### src/rtl/shift_pkg.sv
// Shared types and sizing helpers for the shift
// sequence controller and its bit-period divider.
package shift_pkg;

  typedef enum logic [1:0] {
    IDLE  = 2'd0,
    SHIFT = 2'd1,
    DONE  = 2'd2
  } state_e;

  localparam int DEF_WIDTH = 4;
  localparam int DEF_DIV_W = 8;

  function automatic int bit_cnt_w(input int w);
    return (w > 1) ? $clog2(w) : 1;
  endfunction

endpackage

### src/rtl/shift_div_tick.sv
// Loadable down-counter; tick marks the last
// clock of a bit period.
module shift_div_tick
  import shift_pkg::*;
#(
  parameter int DIV_W = DEF_DIV_W
) (
  input  logic             clk,
  input  logic             reset,
  input  logic             load,
  input  logic [DIV_W-1:0] load_val,
  input  logic             en,
  output logic             tick
);

  logic [DIV_W-1:0] cnt;

  assign tick = (cnt == '0);

  always_ff @(posedge clk or negedge reset) begin
    if (!reset) begin
      cnt <= '0;
    end else if (load) begin
      cnt <= load_val;
    end else if (en) begin
      cnt <= cnt - 1'b1;
    end
  end

endmodule

### src/rtl/shift_seq_ctrl.sv
// Frame controller: parallel word out MSB-first on
// sout, sin captured into rx_data over the same bits.
module shift_seq_ctrl
  import shift_pkg::*;
#(
  parameter int WIDTH = DEF_WIDTH,
  parameter int DIV_W = DEF_DIV_W
) (
  input  logic             clk,
  input  logic             reset,
  input  logic [WIDTH-1:0] tx_data,
  input  logic             tx_valid,
  output logic             tx_ready,
  input  logic [DIV_W-1:0] div,
  input  logic             sin,
  output logic             sout,
  output logic             busy,
  output logic [WIDTH-1:0] rx_data,
  output logic             rx_valid
);

  localparam int BW = bit_cnt_w(WIDTH);

  state_e           state;
  logic [WIDTH-1:0] tx_shift;
  logic [WIDTH-1:0] rx_shift;
  logic [WIDTH-1:0] rx_next;
  logic [DIV_W-1:0] div_lat;
  logic [DIV_W-1:0] ld_val;
  logic [BW-1:0]    bit_cnt;
  logic             tick;
  logic             accept;
  logic             step;
  logic             in_shift;

  assign in_shift = (state == SHIFT);
  assign accept   = (state == IDLE) & tx_valid;
  assign step     = in_shift & tick;
  assign ld_val   = accept ? div : div_lat;
  assign rx_next  = {rx_shift[WIDTH-2:0], sin};

  assign tx_ready = (state == IDLE);
  assign busy     = in_shift;
  assign sout     = in_shift & tx_shift[WIDTH-1];
  assign rx_valid = (state == DONE);

  shift_div_tick #(
    .DIV_W(DIV_W)
  ) u_div (
    .clk     (clk),
    .reset   (reset),
    .load    (accept | step),
    .load_val(ld_val),
    .en      (in_shift),
    .tick    (tick)
  );

  always_ff @(posedge clk or negedge reset) begin
    if (!reset) begin
      state    <= IDLE;
      tx_shift <= '0;
      rx_shift <= '0;
      rx_data  <= '0;
      div_lat  <= '0;
      bit_cnt  <= '0;
    end else begin
      unique case (state)
        IDLE: begin
          if (tx_valid) begin
            tx_shift <= tx_data;
            rx_shift <= '0;
            div_lat  <= div;
            bit_cnt  <= BW'(WIDTH - 1);
            state    <= SHIFT;
          end
        end
        SHIFT: begin
          if (tick) begin
            tx_shift <= {tx_shift[WIDTH-2:0], 1'b0};
            rx_shift <= rx_next;
            if (bit_cnt == '0) begin
              // publish together with the DONE-cycle pulse
              rx_data <= rx_next;
              state   <= DONE;
            end else begin
              bit_cnt <= bit_cnt - 1'b1;
            end
          end
        end
        DONE: begin
          state <= IDLE;
        end
        default: begin
          state <= IDLE;
        end
      endcase
    end
  end

endmodule

### config.mk
export PLATFORM = sky130hd
export DESIGN_NAME = shift_seq_ctrl
export DESIGN_NICKNAME = d
export VERILOG_FILES = /design/src/rtl/shift_pkg.sv /design/src/rtl/shift_div_tick.sv /design/src/rtl/shift_seq_ctrl.sv
export SDC_FILE = /design/constraint.sdc
export NUM_CORES = 1
export LEC_CHECK = 0
export CAP_MARGIN = 10
export CORE_AREA = 5 5 81 60
export CTS_CLUSTER_SIZE = 16
export DETAILED_ROUTE_END_ITERATION = 6
export DIE_AREA = 0 0 86 65
export PLACE_DENSITY = 0.62
export SYNTH_ARGS = -nofsm -noshare
export SYNTH_HDL_FRONTEND = slang
export SYNTH_SLANG_ARGS = --single-unit
### constraint.sdc
create_clock -name clk -period 5.55 [get_ports clk]
set_clock_uncertainty 0.05 [all_clocks]
set_input_delay 0.8325 -clock clk [delete_from_list [all_inputs] [get_ports clk]]
set_output_delay 0.8325 -clock clk [all_outputs]
set_load 0.02 [all_outputs]
==> out/summary.txt <==
outcome - completed
ANT nets after route - 0
Max Fclk - 0.318 GHz
first-pass GRT wire length - 5.92 mm
grt ovf - 0
I/O Buffers - 23
main flop type after synthesis - dfrtp_1
initial antenna violation count - 0
Post-synth top cells - dfrtp_1, nand2_1, o21ai_0, inv_1, nor2_1
Fillers - 396
Die Span Y - 65 um
Non-Filler Instances - 243
Longest Clk Path Bufs - 2
measured slew at the worst slew-check pin - 841 ps
Hold Path Class - reg -> reg
pre-CTS setup slack - 2610 ps
Initial DRC Count - 141
Die Width - 86 um
Synth Instances - 165
clk_lat worst skew - 280 ps
overall routed net length - 3.56 mm
type of the worst setup path - reg -> out
RSZ-0062 raised after global routing - no
Worst R2R Path Depth - 6
Yosys top cell area share - 48.1%
GRT Resource Usage Total - 13.9%
I/O pins - 24
final hold vios - 0
Seq/Total Area, Yosys - 48.1%
dominant cell type by area after synthesis - dfrtp_1
Async SR Flop Fraction - 100%
Crit Path Max Fanout - 13
syn_nets - 184
vias in the first global route - 1232
fin crit period - 3150 ps
TritonCTS clock tree - built
synth-to-layout area growth - 21.7%
EDFF count, synth - 0
Slew Viols, Final - 0
core area - 4130 um^2
fin area - 1960 um^2
dpl hpwl - 2.53 mm
Post-route DRC - 0
die area - 5590 um^2
CP Data Arrival Time - 2270 ps
DRT Pass-1 Iters - 4
Final #Nets - 207
synth top area cells - dfrtp_1, nand2_1, mux2_2, o21ai_0, mux2i_1
CTS clk-pin slew, worst paths - 60 ps
placer congestion estimate - 0.911
Startpoint Class - flop
Root Buffer - clkbuf_8
hold depth - 2
Num CTS Buffers - 5
Wirelength per Cell - 14.7 um
FP Rows - 20
Netlist Area Pre-Place - 1610 um^2
max-cap violations - 0
layout cells sized above 1 - 10.1%
PwrDens - 480 nW/um^2
top-count cell post-synth - dfrtp_1
placed cell area - 1870 um^2
Avg Cell Area, Syn - 9.77 um^2
IR Drop Worst-Case VDD - 0.000169 V
H-tree Lvls - 2
Lkg Pwr - 0.876 nW
relative slew slack - 43.7%
# diodes - 0
postcts setup bufs - 0
fin worst setup slack - 2400 ps
CP Capture Type - output pin
Final Cycle Share - 56.7%
post-route setup TNS - 0 ps
CTS Hold Bufs - 0
Vias - 1276
Yosys cell types - 45
initial core utilization - 39.0%
placed insts - 236
endpoints failing setup - 0
synth warn - 0
Required @ worst endpoint - 4670 ps
# resized after CTS - 0
Seq cells post-synth - 31
largest net degree at the start of global routing - 32
clock sinks - 31
via/cell ratio - 5.25
==> state kept, by name (all words and copies together), names as in the netlist <==
signal and flops:
div_lat 8, rx_data 4, u_div.cnt 8, state 2, rx_shift 3, bit_cnt 2, tx_shift 4
==> critical path: stages (launching register included) <==
cell             delay (ps)
dfrtp_1                 490
nand2b_1                340
inv_1                   380
and2_1                  180
clkdlybuf4s50_1         590
==> final timing paths <==
kind | startpoint | end | slack, ps
max | state[1] | sout | 2400
min | tx_shift[3] | tx_shift[3] | 430
max reg2reg | state[1] | u_div.cnt[0] | 3000
min reg2reg | tx_shift[3] | tx_shift[3] | 430
max in group asynchronous | reset | u_div.cnt[7] | 4260
min in group asynchronous | reset | div_lat[1] | 900
==> layout make-up <==
cell class / count / area, um^2 / area share (%)
flip-flops and latches: 31 / 776 / 39.6
multi-input cells: 114 / 734 / 37.5
repair buffers: 27 / 260 / 13.3
clock buffers: 6 / 82.6 / 4.21
well taps: 55 / 68.8 / 3.51
inverters: 9 / 33.8 / 1.72
clock inverters: 1 / 5.00 / 0.255
==> power breakdown <==
| part | leakage, nW | switching [W] | internal (W) | total [W] |
|---|---|---|---|---|
| Clock | 0.0470 | 0.0000806 | 0.0000971 | 0.000178 |
| Sequential | 0.382 | 0.0000845 | 0.000315 | 0.000399 |
| Combinational | 0.447 | 0.000191 | 0.000173 | 0.000365 |
| Total | 0.876 | 0.000357 | 0.000585 | 0.000941 |
==> through the flow <==
stage	hold WS [ps]	total power [W]	utilization, %
after floorplan	391	0.000663	-
after global placement	415	0.000755	45.4
after detailed placement	418	0.000766	45.4
after CTS	434	0.000949	47.5
after global routing	452	0.00101	47.5
final	434	0.000941	47.5
==> logic make-up (layout without fill, tap and decap cells) <==
family                     after synthesis  in the layout  share of synthesized area, %
AOI/OAI and AO/OA                       41             41                          17.5
and+or+nand+nor                         60             60                          18.8
muxes                                   10             10                          6.91
buffers and inverters                   20             43                          6.29
DFF                                     31             31                          48.1
adders and majority gates                3              3                          2.33
==> per-layer routing <==
layer  global-route usage (%)  up-vias  routed length [um]
li1                         -      621                   -
met1                     18.8      614                1680
met2                     20.2       33                1580
met3                     4.07        8                 229
met4                     6.52        0                  67
met5                        0        -                   0
==> cells in the final DEF, fill, tap and decap left out, drive strengths merged, types with 3 or more instances in the layout <==
master	synthesis	layout
buf	9	4
mux2i	4	4
clkdlybuf4s50	0	23
ha	3	3
o21ai	11	11
nand2	30	30
clkbuf	2	6
dfrtp	31	31
nor2	9	9
mux2	6	6
nor3b	3	3
a21oi	7	7
inv	9	9
o22a	3	3
Note: power is estimated with default switching activity, not from simulation.
